[src/rtl/morse_pkg.sv]
// Shared definitions for the Morse keyer.
//   state_t        : keyer FSM states
//   *_DEF          : default unit lengths (in tick units)
//   CNT_W          : unit counter width, sized to hold the largest gap length
package morse_pkg;

  localparam int DOT_UNITS_DEF  = 1;
  localparam int DASH_UNITS_DEF = 3;
  localparam int SYM_GAP_DEF    = 1;
  localparam int CHAR_GAP_DEF   = 3;
  localparam int WORD_GAP_DEF   = 7;

  localparam int CNT_W = $clog2(WORD_GAP_DEF + 1);

  typedef enum logic [2:0] {
    IDLE,
    EVAL,
    MARK,
    SPACE,
    CGAP
  } state_t;

endpackage

[src/rtl/morse_keyer_if.sv]
// Bundle between the keyer, its upstream character source, the external
// code register and the tick generator.
//   master : the environment (character source + code register + tick)
//   slave  : the keyer itself
interface morse_keyer_if;
  import morse_pkg::*;

  logic             char_valid;
  logic             char_ready;
  logic             char_load;
  logic             shft_cnt;
  logic             shft_data;
  logic [3:0]       cntr_data;
  logic             tick;
  logic             key_out;
  logic             busy;

  modport master (
    output char_valid, shft_data, cntr_data, tick,
    input  char_ready, char_load, shft_cnt, key_out, busy
  );

  modport slave (
    input  char_valid, shft_data, cntr_data, tick,
    output char_ready, char_load, shft_cnt, key_out, busy
  );

endinterface

[src/rtl/morse_unit_cnt.sv]
// Unit-time down counter for the keyer.
//   clk, rst_n : clock, asynchronous active-low reset
//   load       : load load_val (has priority over counting)
//   load_val   : number of ticks the next state should last
//   en         : counting enabled (keyer in a timed state)
//   tick       : one-clock unit-time pulse
//   done       : last tick of the current timed state
module morse_unit_cnt
  import morse_pkg::*;
(
  input  logic             clk,
  input  logic             rst_n,
  input  logic             load,
  input  logic [CNT_W-1:0] load_val,
  input  logic             en,
  input  logic             tick,
  output logic             done
);

  logic [CNT_W-1:0] count_reg;

  always_ff @(posedge clk or negedge rst_n) begin
    if (!rst_n) begin
      count_reg <= '0;
    end else if (load) begin
      count_reg <= load_val;
    end else if (en && tick && (count_reg != '0)) begin
      count_reg <= count_reg - 1'b1;
    end
  end

  // Exiting on the tick that sees count==1 makes a state last exactly N ticks.
  assign done = en & tick & (count_reg == CNT_W'(1));

endmodule

[src/rtl/morse_keyer.sv]
// Morse keyer: turns a code/length pair held in an external shift register
// into timed key-on (mark) and key-off (space/gap) periods.
//   clk, rst_n : clock, asynchronous active-low reset
//   bus        : slave side of morse_keyer_if
//                char_valid/char_ready/char_load : character handshake
//                shft_cnt/shft_data/cntr_data    : code register control/status
//                tick                            : unit-time enable
//                key_out                         : registered key enable
//                busy                            : keyer not idle
module morse_keyer
  import morse_pkg::*;
#(
  parameter int DOT_UNITS  = DOT_UNITS_DEF,
  parameter int DASH_UNITS = DASH_UNITS_DEF,
  parameter int SYM_GAP    = SYM_GAP_DEF,
  parameter int CHAR_GAP   = CHAR_GAP_DEF,
  parameter int WORD_GAP   = WORD_GAP_DEF
) (
  input  logic         clk,
  input  logic         rst_n,
  morse_keyer_if.slave bus
);

  state_t           state_reg, state_next;
  logic             first_reg, first_next;
  logic             key_reg;
  logic             cnt_load;
  logic [CNT_W-1:0] cnt_val;
  logic             cnt_en;
  logic             cnt_done;
  logic             load;
  logic             shft;

  assign bus.char_ready = (state_reg == IDLE);
  assign load           = bus.char_valid & (state_reg == IDLE);
  assign bus.char_load  = load;
  assign bus.shft_cnt   = shft;
  assign bus.key_out    = key_reg;
  assign bus.busy       = (state_reg != IDLE);

  // Ticks only count in the timed states; EVAL is always a single clock.
  assign cnt_en = (state_reg == MARK) || (state_reg == SPACE) || (state_reg == CGAP);

  morse_unit_cnt u_unit_cnt (
    .clk      (clk),
    .rst_n    (rst_n),
    .load     (cnt_load),
    .load_val (cnt_val),
    .en       (cnt_en),
    .tick     (bus.tick),
    .done     (cnt_done)
  );

  always_ff @(posedge clk or negedge rst_n) begin
    if (!rst_n) begin
      state_reg <= IDLE;
      first_reg <= 1'b0;
      key_reg   <= 1'b0;
    end else begin
      state_reg <= state_next;
      first_reg <= first_next;
      // Registered from the next state so key_out is high exactly in MARK.
      key_reg   <= (state_next == MARK);
    end
  end

  always_comb begin
    state_next = state_reg;
    first_next = first_reg;
    cnt_load   = 1'b0;
    cnt_val    = '0;
    shft       = 1'b0;
    unique case (state_reg)
      IDLE: begin
        if (load) begin
          state_next = EVAL;
          first_next = 1'b1;
        end
      end
      EVAL: begin
        cnt_load = 1'b1;
        if (bus.cntr_data != 4'd0) begin
          state_next = MARK;
          cnt_val    = bus.shft_data ? CNT_W'(DASH_UNITS) : CNT_W'(DOT_UNITS);
        end else begin
          state_next = CGAP;
          // A zero-length character is a word space; the previous character
          // already supplied CHAR_GAP of it.
          cnt_val    = first_reg ? CNT_W'(WORD_GAP - CHAR_GAP)
                                 : CNT_W'(CHAR_GAP - SYM_GAP);
        end
      end
      MARK: begin
        if (cnt_done) begin
          state_next = SPACE;
          first_next = 1'b0;
          shft       = 1'b1;
          cnt_load   = 1'b1;
          cnt_val    = CNT_W'(SYM_GAP);
        end
      end
      SPACE: begin
        if (cnt_done) state_next = EVAL;
      end
      CGAP: begin
        if (cnt_done) state_next = IDLE;
      end
      default: state_next = IDLE;
    endcase
  end

endmodule

[src/flat_wrapper.sv]
// flat-port wrapper written by rule: the top's interface ports become plain ports
module morse_keyer_flat import morse_pkg::*;
#(
  parameter int DOT_UNITS  = DOT_UNITS_DEF,
  parameter int DASH_UNITS = DASH_UNITS_DEF,
  parameter int SYM_GAP    = SYM_GAP_DEF,
  parameter int CHAR_GAP   = CHAR_GAP_DEF,
  parameter int WORD_GAP   = WORD_GAP_DEF
)
  (clk, rst_n, bus_char_valid, bus_shft_data, bus_cntr_data, bus_tick, bus_char_ready, bus_char_load, bus_shft_cnt, bus_key_out, bus_busy);
  morse_keyer_if bus_i ();
  input  logic clk;
  input  logic rst_n;
  input wire logic [$bits(bus_i.char_valid)-1:0] bus_char_valid;
  input wire logic [$bits(bus_i.shft_data)-1:0] bus_shft_data;
  input wire logic [$bits(bus_i.cntr_data)-1:0] bus_cntr_data;
  input wire logic [$bits(bus_i.tick)-1:0] bus_tick;
  output wire logic [$bits(bus_i.char_ready)-1:0] bus_char_ready;
  output wire logic [$bits(bus_i.char_load)-1:0] bus_char_load;
  output wire logic [$bits(bus_i.shft_cnt)-1:0] bus_shft_cnt;
  output wire logic [$bits(bus_i.key_out)-1:0] bus_key_out;
  output wire logic [$bits(bus_i.busy)-1:0] bus_busy;
  assign bus_i.char_valid = bus_char_valid;
  assign bus_i.shft_data = bus_shft_data;
  assign bus_i.cntr_data = bus_cntr_data;
  assign bus_i.tick = bus_tick;
  assign bus_char_ready = bus_i.char_ready;
  assign bus_char_load = bus_i.char_load;
  assign bus_shft_cnt = bus_i.shft_cnt;
  assign bus_key_out = bus_i.key_out;
  assign bus_busy = bus_i.busy;
  morse_keyer #(.DOT_UNITS(DOT_UNITS), .DASH_UNITS(DASH_UNITS), .SYM_GAP(SYM_GAP), .CHAR_GAP(CHAR_GAP), .WORD_GAP(WORD_GAP)) u_core (.clk(clk), .rst_n(rst_n), .bus(bus_i));
endmodule
[config.mk]
export PLATFORM = sky130hd
export DESIGN_NAME = morse_keyer_flat
export DESIGN_NICKNAME = d
export VERILOG_FILES = /design/src/rtl/morse_pkg.sv /design/src/rtl/morse_keyer_if.sv /design/src/rtl/morse_unit_cnt.sv /design/src/rtl/morse_keyer.sv /design/src/flat_wrapper.sv
export SDC_FILE = /design/constraint.sdc
export NUM_CORES = 1
export LEC_CHECK = 0
export CAP_MARGIN = 20
export CORE_AREA = 2 2 39 41
export DETAILED_ROUTE_END_ITERATION = 10
export DIE_AREA = 0 0 41 43
export PLACE_DENSITY = 0.69
export SLEW_MARGIN = 20
export SYNTH_ARGS = -nofsm -noshare
export SYNTH_HDL_FRONTEND = slang
export SYNTH_SLANG_ARGS = --single-unit
[constraint.sdc]
create_clock -name clk -period 3.3 [get_ports clk]
set_input_delay 0.66 -clock clk [delete_from_list [all_inputs] [get_ports clk]]
set_output_delay 0.66 -clock clk [all_outputs]
set_load 0.01 [all_outputs]
==> impl_metrics.env <==
export IMPL_p_per_area_nw_per_um2=759
export IMPL_fp_dieH_um=43
export IMPL_cts_setup_buffers=0
export IMPL_vdd_drop_max_uv=371
export IMPL_numPortBuffers=13
export IMPL_initial_core_util=0.399
export IMPL_start_kind="input port"
export IMPL_yosys_warnings=0
export IMPL_synth_cell_types=30
export IMPL_avgSynthCellArea_um2=9.35
export IMPL_crit_buf_inv=3
export IMPL_slew_violations=0
export IMPL_fmax_mhz=351
export IMPL_hpwl_um=808
export IMPL_die_width_um=41
export IMPL_cts_root_buf="clkbuf_4"
export IMPL_track_usage=0.157
export IMPL_crit_arrival_ps=2190
export IMPL_worst_slack_ps=454
export IMPL_finalHoldViolations=0
export IMPL_drive_gt1_frac=0.139
export IMPL_synth_edf_count=0
export IMPL_io_pins=14
export IMPL_fin_nets=86
export IMPL_grt_pass1_wl_um=1850
export IMPL_worstMarginPinSlew_ps=364
export IMPL_hold_path_class="flip-flop to flip-flop"
export IMPL_crit_slowest_cell="clkdlybuf4s50_1"
export IMPL_synth_adder_area_share=0.0680
export IMPL_ys_ff_latch=8
export IMPL_critPathMaxFanout=5
export IMPL_status="finished clean"
export IMPL_diodes=0
export IMPL_cts_sinks=8
export IMPL_cp_top_family="buffers and inverters"
export IMPL_crit_type="input port to output port"
export IMPL_clk_pin_slew_ps=50
export IMPL_min_period_ps=2850
export IMPL_synth_top_family_by_area="simple AND/OR/NAND/NOR gates"
export IMPL_synthCells=59
export IMPL_netlist_area_um2=552
export IMPL_cts_tree="done"
export IMPL_grt_max_degree=13
export IMPL_wire_per_inst_um=11.9
export IMPL_dp_slack_ps=471
export IMPL_cts_buffer_depth=2
export IMPL_rsz0062_at_grt="false"
export IMPL_synth_ff_type="dfrtp_1"
export IMPL_std_cell_rows=14
export IMPL_post_route_period_util=0.863
export IMPL_yosys_area_share_simple=0.297
export IMPL_finalClockSkew_ps=1.72
export IMPL_gp_congestion=0.878
export IMPL_leakage_uw=0.000305
export IMPL_area_growth_pct=25.9
export IMPL_setup_viol=0
export IMPL_antenna_found_initial=0
export IMPL_timing_critical_path_cells="clkdlybuf4s50_1 -> and3b_1 -> nand3_2 -> inv_1 -> clkdlybuf4s50_1"
export IMPL_hold_buffers=0
export IMPL_synthMuxAreaShare=0.0181
export IMPL_drt_first_pass_iters=3
export IMPL_drc=0
export IMPL_critical_path_required_ps=2640
export IMPL_core_area_um2=1380
export IMPL_setup_tns_ps=0
export IMPL_grt_pass1_vias=437
export IMPL_clk_latency_ps=250
export IMPL_cp_common_cell="clkdlybuf4s50_1"
export IMPL_seq_area_frac_synth=0.363
export IMPL_syn_nets=71
export IMPL_synth_xor_area_share=0
export IMPL_ant_nets=0
export IMPL_drt_iter0_drc=5
export IMPL_slowest_delay_ps=530
export IMPL_async_reset_ff_frac=1.00
export IMPL_dieArea_um2=1760
export IMPL_numCtsBuffers=3
export IMPL_drv_cap=0
export IMPL_dp_cells=85
export IMPL_vias=440
export IMPL_drt_wl_total_um=1050
export IMPL_slew_headroom=0.756
export IMPL_synth_compound_gate_area_share=0.152
export IMPL_endpoint_kind="output port"
export IMPL_via_per_inst=5.00
export IMPL_cts_resized=0
export IMPL_fin_cells=88
export IMPL_htree_num_levels=1
export IMPL_overflow=0
[layout make-up]
class                   instances  area [µm²]
clock buffers                   3        22.5
multi-input cells              41         295
fillers                       134         689
repair buffers                 13         130
well taps                      16        20.0
inverters                       7        26.3
flip-flops and latches          8         200
[kinds of logic after synthesis]
kind of cell               after synthesis
and+or+nand+nor                         24
AOI/OAI and AO/OA                       13
buffers and inverters                   10
DFF                                      8
adders and majority gates                3
muxes                                    1
[worst paths after layout]
check,start,endpoint,slack [ps],cells past startpoint
hold / removal,u_core.first_reg,u_core.first_reg,510,1
setup / recovery,bus_tick,bus_shft_cnt,450,5
setup reg to reg,u_core.u_unit_cnt.count_reg[0],u_core.u_unit_cnt.count_reg[0],1480,7
min in group asynchronous,rst_n,u_core.state_reg[2],680,1
hold reg to reg,u_core.first_reg,u_core.first_reg,510,1
max in group asynchronous,rst_n,u_core.first_reg,2350,1
[cell usage in the layout, fill, tap and decap left out, types with 2 or more instances in the layout]
| cell | n |
|---|---|
| clkdlybuf4s50_1 | 13 |
| dfrtp_1 | 8 |
| inv_1 | 7 |
| nand2_1 | 5 |
| nor2_1 | 4 |
| a21oi_1 | 4 |
| ha_1 | 3 |
| clkbuf_4 | 3 |
| nor3b_2 | 2 |
| nand2b_1 | 2 |
| o21ai_1 | 2 |
[where the power goes]
part / switching (µW) / leakage, µW / internal [µW] / total, µW
clock: 34.2 / 0.0000138 / 41.7 / 75.9
sequential: 50.9 / 0.0000964 / 140 / 191
combinational: 120 / 0.000195 / 140 / 260
[cells in the mapped netlist, types with 2 or more instances]
cell type | instances | area (µm²)
nor3b_2 | 2 | 25.0
nand2b_1 | 2 | 12.5
nand2_1 | 5 | 18.8
o21ai_1 | 2 | 10.0
nor2_1 | 4 | 15.0
dfrtp_1 | 8 | 200
a21oi_1 | 4 | 20.0
buf_6 | 2 | 22.5
inv_1 | 7 | 26.3
ha_1 | 3 | 37.5
[routing by layer]
metal	track usage	wire (µm)	vias up
li1	-	-	230
met1	0.215	484	197
met2	0.225	508	11
met3	0	37	2
met4	0.120	19	0
met5	0	0	-
[metrics by stage]
stage | power (µW) | hold slack (ps) | utilization | cell area, µm²
after floorplan | 376 | 364 | - | 552
after global placement | 451 | 499 | 0.486 | 672
after detailed placement | 454 | 495 | 0.486 | 672
after CTS | 533 | 508 | 0.502 | 694
after global routing | 578 | 527 | 0.502 | 694
final | 527 | 505 | 0.502 | 694
(Power assumes the default switching activity.)
